[src/rtl/fault_mon_pkg.sv]
// Shared types and helpers for the multi-channel fault monitor.
// Optional feature macro: FAULT_MON_CLR_EN (adds per-channel clr).
package fault_mon_pkg;

    typedef enum logic [1:0] {
        NORM  = 2'd0,
        WARN  = 2'd1,
        FAULT = 2'd2,
        SHDN  = 2'd3
    } state_t;

    localparam int CAUSE_OV = 2;
    localparam int CAUSE_UV = 1;
    localparam int CAUSE_OC = 0;

    // Maps fp32 onto an unsigned key with the same ordering; -0 folds to +0.
    function automatic logic [31:0] fp32_key(input logic [31:0] x);
        logic [31:0] v;
        v = (x == 32'h8000_0000) ? 32'h0 : x;
        return v[31] ? ~v : (v | 32'h8000_0000);
    endfunction

    function automatic logic fp32_is_nan(input logic [31:0] x);
        return (x[30:23] == 8'hFF) && (x[22:0] != 23'h0);
    endfunction

endpackage

[src/rtl/fault_mon_chan.sv]
// One monitored channel: fp32 compares, escalation FSM, counter, cause.
// Ports: clk, rstn, volt/current samples, ov/uv/oc thresholds,
// clr (only with FAULT_MON_CLR_EN), warning/fault/shutdown, cause.
module fault_mon_chan
    import fault_mon_pkg::*;
#(
    parameter int FAULT_CNT = 3,
    parameter int SHDN_DLY  = 2
) (
    input  logic        clk,
    input  logic        rstn,
    input  logic [31:0] volt,
    input  logic [31:0] current,
    input  logic [31:0] ov_thr,
    input  logic [31:0] uv_thr,
    input  logic [31:0] oc_thr,
`ifdef FAULT_MON_CLR_EN
    input  logic        clr,
`endif
    output logic        warning,
    output logic        fault,
    output logic        shutdown,
    output logic [2:0]  cause
);

    localparam int CW = $clog2(FAULT_CNT + SHDN_DLY + 1);
    localparam logic [CW-1:0] CNT_F = CW'(FAULT_CNT);
    localparam logic [CW-1:0] CNT_S = CW'(FAULT_CNT + SHDN_DLY);

    state_t        state, state_n;
    logic [CW-1:0] cnt, cnt_n, cnt_inc;
    logic [2:0]    cause_n, smp;
    logic          nan_v, abn;

    always_comb begin
        nan_v         = fp32_is_nan(volt);
        smp           = 3'b000;
        smp[CAUSE_OV] = nan_v | (fp32_key(volt) > fp32_key(ov_thr));
        smp[CAUSE_UV] = nan_v | (fp32_key(volt) < fp32_key(uv_thr));
        smp[CAUSE_OC] = fp32_is_nan(current)
                      | (fp32_key(current) > fp32_key(oc_thr));
        abn           = |smp;
        cnt_inc       = (cnt == {CW{1'b1}}) ? cnt : cnt + 1'b1;
    end

    always_comb begin
        state_n = state;
        cnt_n   = cnt;
        cause_n = cause;
        unique case (state)
            NORM: begin
                if (abn) begin
                    cnt_n = CW'(1);
                    if (FAULT_CNT == 1) begin
                        state_n = FAULT;
                        cause_n = smp;
                    end else begin
                        state_n = WARN;
                    end
                end
            end
            WARN: begin
                if (abn) begin
                    cnt_n = cnt_inc;
                    if (cnt_inc >= CNT_F) begin
                        state_n = FAULT;
                        cause_n = smp;
                    end
                end else begin
                    state_n = NORM;
                    cnt_n   = '0;
                end
            end
            FAULT: begin
                // cnt entered at FAULT_CNT, so SHDN lands SHDN_DLY edges later
                cnt_n = cnt_inc;
                if (cnt_inc >= CNT_S) state_n = SHDN;
            end
            SHDN: begin
`ifdef FAULT_MON_CLR_EN
                if (clr && !abn) begin
                    state_n = NORM;
                    cnt_n   = '0;
                    cause_n = 3'b000;
                end
`endif
            end
            default: state_n = NORM;
        endcase
    end

    always_ff @(posedge clk) begin
        if (!rstn) begin
            state    <= NORM;
            cnt      <= '0;
            cause    <= 3'b000;
            warning  <= 1'b0;
            fault    <= 1'b0;
            shutdown <= 1'b0;
        end else begin
            state    <= state_n;
            cnt      <= cnt_n;
            cause    <= cause_n;
            warning  <= (state_n == WARN) || (state_n == FAULT);
            fault    <= (state_n == FAULT) || (state_n == SHDN);
            shutdown <= (state_n == SHDN);
        end
    end

endmodule

[src/rtl/fault_monitor_mc.sv]
// NCH independent fp32 volt/current fault monitors with global flags.
// Ports: per-channel packed samples/thresholds, clr (FAULT_MON_CLR_EN),
// per-channel warning/fault/shutdown/cause, registered *_any flags.
module fault_monitor_mc
    import fault_mon_pkg::*;
#(
    parameter int NCH       = 4,
    parameter int FAULT_CNT = 3,
    parameter int SHDN_DLY  = 2
) (
    input  logic              clk,
    input  logic              rstn,
    input  logic [32*NCH-1:0] volt,
    input  logic [32*NCH-1:0] current,
    input  logic [32*NCH-1:0] ov_thr,
    input  logic [32*NCH-1:0] uv_thr,
    input  logic [32*NCH-1:0] oc_thr,
`ifdef FAULT_MON_CLR_EN
    input  logic [NCH-1:0]    clr,
`endif
    output logic [NCH-1:0]    warning,
    output logic [NCH-1:0]    fault,
    output logic [NCH-1:0]    shutdown,
    output logic [3*NCH-1:0]  cause,
    output logic              warning_any,
    output logic              fault_any,
    output logic              shutdown_any
);

    for (genvar i = 0; i < NCH; i++) begin : g_ch
        fault_mon_chan #(
            .FAULT_CNT(FAULT_CNT),
            .SHDN_DLY (SHDN_DLY)
        ) u_chan (
            .clk     (clk),
            .rstn    (rstn),
            .volt    (volt[32*i +: 32]),
            .current (current[32*i +: 32]),
            .ov_thr  (ov_thr[32*i +: 32]),
            .uv_thr  (uv_thr[32*i +: 32]),
            .oc_thr  (oc_thr[32*i +: 32]),
`ifdef FAULT_MON_CLR_EN
            .clr     (clr[i]),
`endif
            .warning (warning[i]),
            .fault   (fault[i]),
            .shutdown(shutdown[i]),
            .cause   (cause[3*i +: 3])
        );
    end

    // Reduced from the registered per-channel outputs, hence one cycle later
    always_ff @(posedge clk) begin
        if (!rstn) begin
            warning_any  <= 1'b0;
            fault_any    <= 1'b0;
            shutdown_any <= 1'b0;
        end else begin
            warning_any  <= |warning;
            fault_any    <= |fault;
            shutdown_any <= |shutdown;
        end
    end

endmodule
[config.mk]
export PLATFORM = sky130hd
export DESIGN_NAME = fault_monitor_mc
export DESIGN_NICKNAME = d
export VERILOG_FILES = /design/src/rtl/fault_mon_pkg.sv /design/src/rtl/fault_mon_chan.sv /design/src/rtl/fault_monitor_mc.sv
export SDC_FILE = /design/constraint.sdc
export NUM_CORES = 1
export LEC_CHECK = 0
export CORE_AREA = 2 2 260 262
export DETAILED_ROUTE_END_ITERATION = 16
export DIE_AREA = 0 0 262 264
export SYNTH_ARGS = -nofsm -noshare
export SYNTH_HDL_FRONTEND = slang
export SYNTH_SLANG_ARGS = --single-unit
[constraint.sdc]
create_clock -name clk -period 11.4 [get_ports clk]
set_clock_uncertainty 0.1 [all_clocks]
set_input_delay 2.28 -clock clk [delete_from_list [all_inputs] [get_ports clk]]
set_output_delay 2.28 -clock clk [all_outputs]
set_load 0.01 [all_outputs]
# == Word-level counts from Yosys, hierarchy flattened ==
# Index checks and enable logic that the tools add are counted.
# word_totals
register_bits,47
output_inout_bits,27
word_cells,262
# op_classes
n_addsub,4
n_lt_le_gt_ge,20
n_eq_ne,56
mux,76
bitwise,32
reduce_logical,47
# ops
operator,n
$mux 32,40
$eq 32x32->1 const B,20
$not 32->32,20
$gt 32x32->1,8
$reduce_bool 23->1,8
$lt 32x32->1,4
$eq 8x8->1 const B,8
$mux 3,12
$pmux 3 s3,4
$mux 2,16
$eq 2x2->1 const B,12
$pmux 2 s3,4
$eq 2x1->1 const B,8
$add 3x1->3 const B,4
$eq 3x3->1 const B,4
$ge 3x2->1 const B,4
$ge 3x3->1 const B,4
$or 1x1->1,12
$reduce_and 3->1,4
$reduce_bool 3->1,4
$reduce_or 3->1,4
$reduce_or 4->1,3
$logic_and 1x1->1,8
$logic_not 2->1,4
3 further kinds,16

# == Depth between registers and ports, before layout ==
# logic_depth
ltp_word,11
mapped_depth,21

# == Cells and area by module ==
# From an unflattened synthesis, not the netlist that was laid out.
# unflattened
hier_cells,2938
area_unflattened_um2,21137.8
# modules_own_cells
mod,instances,cells_per_inst,area_per_inst_um2,seq_area_each_um2
fault_mon_chan (g_ch[0].u_chan ...),3,734,5263.8,200.2
fault_mon_chan (g_ch[3].u_chan),1,730,5252.5,200.2
fault_monitor_mc,1,6,93.8,60.1

# == Worst setup path before layout ==
# Ideal clock, no wire load.
# synth_path
kind,in2reg
start,input current[16]
end,register g_ch[0].u_chan.warning
arrival_ps,6440
required_time_ps,11233
slack_ps,4794
path_stages,18
n_path_buf,1
cell_sequence,nor4_1 nand4_1 nor3_1 clkbuf_1 nor2_1 ha_1 nand4_1 nor4_1 nand4_1 a32o_1 nor3_1 a21oi_1 nor3_4 a21oi_2 o32ai_2 nor2_1 ha_1 nor2_1
# synth_between
elab_chain_len,11
word_cells_on_any_way,15
cone_classes,order compare: 1; eq/ne: 3; mux: 5; bitwise: 2; reduce/logical: 4
# synth_lines
element,line,rtl
from (decl),fault_monitor_mc.sv:14,"input logic [32*NCH-1:0] current,"
$eq 32x32->1,fault_mon_pkg.sv:19,v = (x == 32'h8000_0000) ? 32'h0 : x;
$mux 32,fault_mon_pkg.sv:19,
$not 32->32,fault_mon_pkg.sv:20,return v[31] ? ~v : (v | 32'h8000_0000);
$mux 32,fault_mon_pkg.sv:20,
$gt 32x32->1,fault_mon_chan.sv:41,| (fp32_key(current) > fp32_key(oc_thr));
$or 1x1->1 *,fault_mon_chan.sv:41,
$reduce_or 3->1 *,fault_mon_chan.sv:42,abn = |smp;
$mux 2 (on tied branches),"fault_mon_chan.sv:63, fault_mon_chan.sv:52",
$pmux 2 s3 *,fault_mon_chan.sv:50,unique case (state)
named net g_ch[0].u_chan.state_n[1],fault_mon_chan.sv:30,"state_t state, state_n;"
$eq 2x1->1 or $eq 2x2->1 (tied branches),fault_mon_chan.sv:104,warning <= (state_n == WARN) || (state_n == FAULT);
$logic_or 1x1->1 *,fault_mon_chan.sv:104,
to (signal assigned),fault_mon_chan.sv:104,
to (decl),fault_mon_chan.sv:20,"output logic warning,"
# The timed path passes the listed nets; every way through them passes the cells marked *.
# A chain may end at the register's enable or synchronous reset.

# == Final worst setup path ==
# layout_path
start,input current[96]
end,register g_ch[3].u_chan.warning
# layout_between
elab_chain_len,11
word_cells_on_any_way,15
cone_classes,order compare: 1; eq/ne: 3; mux: 5; bitwise: 2; reduce/logical: 4
# layout_lines
element,line
$eq 32x32->1,fault_mon_pkg.sv:19
$mux 32,fault_mon_pkg.sv:19
$not 32->32,fault_mon_pkg.sv:20
$mux 32,fault_mon_pkg.sv:20
$gt 32x32->1,fault_mon_chan.sv:41
$or 1x1->1 *,fault_mon_chan.sv:41
$reduce_or 3->1 *,fault_mon_chan.sv:42
$mux 2 (on tied branches),"fault_mon_chan.sv:63, fault_mon_chan.sv:52"
$pmux 2 s3 *,fault_mon_chan.sv:50
named net g_ch[3].u_chan.state_n[1],fault_mon_chan.sv:30
$eq 2x1->1 or $eq 2x2->1 (tied branches),fault_mon_chan.sv:104
$logic_or 1x1->1 *,fault_mon_chan.sv:104
to (signal assigned),fault_mon_chan.sv:104
to (decl),fault_mon_chan.sv:20
# Marks and branches as above.

==> reports/qor.txt <==
Worst setup SP type: input pin
Avg Inst Size Synth: 7.17 µm²
Total Negative Setup Slacks: 0 ns
Cells resized by post-CTS repair: 0
Pwr/cell area: 65.0 mW/mm²
Share of flip-flops with an asynchronous set or reset: 0%
Nets: 4,538
Synth Warn #: 0
Initial antenna violation count: 2
First drt pass iteration count: 6
Post-CTS setup buffer count: 0
Core Area: 0.0666 mm²
Share of cells above drive strength 1: 2.34%
Die X: 262 µm
Final hold vios: 0
Post-synth EDFFs: 0
Yosys cell types: 88
Area occupied by multi-input gates: 0.0195 mm²
Synth Flop Type: dfxtp_1
GRT Total Usage: 21.5%
Die Y: 264 µm
Clock root cell: clkbuf_16
Cell area after synthesis: 0.0213 mm²
Hpwl dp: 67,200 µm
RSZ-0062 raised after global routing: no
Port buffer count: 668
# fillers: 6,883
Pin slew with the least headroom to its limit: 1.02 ns
DR DRC count: 0
Tcrit/Tclk final: 66.3%
Yosys reg bits: 46
Clock transition at path regs: 0.07 ns
Hold Path Stages: 2
Switching part of the total power: 46.6%
Share of the synthesized area in the top cell type: 23.5%
Vias per Instance: 5.18
I/O pin cnt: 669
Area grow syn2layout: 34.6%
Count of final max-slew check failures: 0
Min Hold Slack: 0.393 ns
Worst Path Required: 11.50 ns
Register area: 921 µm²
Clock Path Buffers: 2
Sequential element share of the synthesized area: 4.33%
Status: completed
Area contributors post-synth: ha_1, xor2_1, xnor2_1
Cell taking the most area after synthesis: ha_1
Gate power share: 79.6%
Initial core utilization: 32.0%
Clock share of power: 8.8%
Sequential share of power: 11.6%
Internal power: 993 µW
First-pass GRT wire length: 120,000 µm
WL per Instance: 17.8 µm
CTS Buf Count: 5
Peak supply drop: 62.7 µV
Gp weighted congestion: 0.914
Hold WC Path Type: reg2reg
Vias after detailed routing: 22,700
Total gr overflow: 0
TritonCTS clock tree: built
Final setup violation count: 0
Lkg Pwr: 12.6 nW
Rows: 95
Tmin final: 7.56 ns
DIE AREA: 0.0692 mm²
NetSw: 867 µW
H-tree levels: 2
Max-cap viol count: 0
Setup slack, reg-to-reg: 8.79 ns
Clock sink count: 46
Synth Net Count: 4,011
Critical path type: in2reg
Post-CTS Hold Fix Bufs: 0
Fmax: 132 MHz
Worst Path Arrival: 7.66 ns
Worst Path Max Fanout: 18
Antenna viol nets, final: 0
Slew headroom: 31.8%
Reg2Reg Depth: 9
Nature of the critical path endpoint: flip-flop
Routed WL: 77,600 µm
Number of global-route vias before repair: 22,800
Initial DRC Count: 1,151
Clock Latency Late Sink: 0.30 ns
Largest net degree at the start of global routing: 36
Synth Instances: 2,969
metrics by stage:
step	instance area (µm²)	worst slack [ns]	utilization [%]	cells	total power, mW
2_1_floorplan	21300	4.79	-	2969	1.13
3_3_place_gp	28500	3.55	42.8	4362	1.69
3_5_place_dp	28500	3.58	42.8	4362	1.69
4_1_cts	28600	3.81	43.0	4370	1.87
5_1_grt	28600	3.30	43.0	4371	2.07
6_report	28600	3.84	43.0	4371	1.86
cells by family (layout without fill, tap and decap cells):
logic type	after synthesis	after routing	synth area share, %
adder cells (fa/ha/maj)	406	406	23.8
other	0	1	0
AND/OR/NAND/NOR	1237	1237	27.7
XOR/XNOR	617	617	25.4
buffers and inverters	223	751	4.21
multiplexers	7	7	0.347
AO/OA/AOI/OAI	433	433	14.1
flip-flops	46	46	4.33
sequential cells by signal (all words and copies together) (netlist names), 3 cells and up:
register / cells
g_ch.u_chan.warning: 4
g_ch.u_chan.state: 8
g_ch.u_chan.cnt: 12
g_ch.u_chan.shutdown: 4
g_ch.u_chan.fault: 3
g_ch.u_chan.cause: 12
final cells by class:
cell class | count | share of cell area (%)
Tap cell | 873 | 3.82
Antenna cell | 1 | 0.00874
Multi-Input combinational cell | 2700 | 68.1
Sequential cell | 46 | 3.22
Clock inverter | 3 | 0.101
Timing Repair Buffer | 688 | 23.6
Inverter | 55 | 0.721
Clock buffer | 5 | 0.437
power by group through the flow:
stage | registers [mW] | logic, mW | clock network (mW)
2_1_floorplan | 0.211 | 0.923 | 0
3_3_place_gp | 0.221 | 1.47 | 0
3_5_place_dp | 0.221 | 1.47 | 0
4_1_cts | 0.217 | 1.48 | 0.173
5_1_grt | 0.221 | 1.67 | 0.179
6_report | 0.216 | 1.48 | 0.163
cell usage after synthesis, types with 12 or more instances:
cell / number
and2_1: 22
nor2_1: 315
ha_1: 400
or2_2: 12
nor2b_1: 25
xnor2_1: 245
dfxtp_1: 46
nand2b_1: 20
nor4b_1: 14
xor2_1: 372
a211oi_1: 15
o21ai_0: 73
a21o_1: 64
a31oi_1: 14
nand4_1: 109
and4_1: 14
nand3_1: 36
o21a_1: 21
a21oi_1: 100
o211ai_1: 22
buf_1: 33
nor4_1: 143
buf_4: 15
inv_1: 54
clkbuf_1: 118
nand2_1: 435
nor3_1: 50
worst paths after layout:
check | startpoint | end
max | current[96] | g_ch[3].u_chan.warning$_SDFF_PN0_
min | g_ch[3].u_chan.cause[0]$_SDFFE_PN0P_ | g_ch[3].u_chan.cause[0]$_SDFFE_PN0P_
max reg2reg | g_ch[2].u_chan.cnt[0]$_SDFFE_PN0P_ | g_ch[2].u_chan.fault$_SDFF_PN0_
min reg2reg | g_ch[3].u_chan.cause[0]$_SDFFE_PN0P_ | g_ch[3].u_chan.cause[0]$_SDFFE_PN0P_
cell usage in the layout (no fill, tap or decap), types with 46 or more instances in the layout:
master           Yosys  layout
xnor2_1            245     245
o21ai_0             73      73
a21oi_1            100     100
ha_1               400     400
nor4_1             143     143
nand2_1            435     435
nand4_1            109     109
xor2_1             372     372
nor2_1             315     315
dfxtp_1             46      46
a21o_1              64      64
clkdlybuf4s50_1      0     654
inv_1               54      54
metal layers:
metal / vias to the layer above / wire (µm) / track usage, %
met5: - / 13 / 0
met4: 2 / 1890 / 5.33
met3: 98 / 4070 / 2.36
met2: 560 / 37000 / 37.9
met1: 10400 / 34700 / 27.5
li1: 11600 / - / -
worst max-delay path, stage by stage:
cell and delay (ns):
clkdlybuf4s50_1 0.45, nor4_1 0.34, nand4_1 0.27, nor3_2 0.62
buf_4 0.34, nor2_1 0.08, ha_1 0.32, nand4_1 0.09
nor2_1 0.22, nand4_1 0.14, or3_1 0.40, mux2i_1 0.16
maj3_1 0.21, a2bb2oi_2 0.11, o31ai_2 0.66, nor4b_2 0.41
a211oi_1 0.10, ha_1 0.31, and2_1 0.15
(Power assumes the default switching activity.)
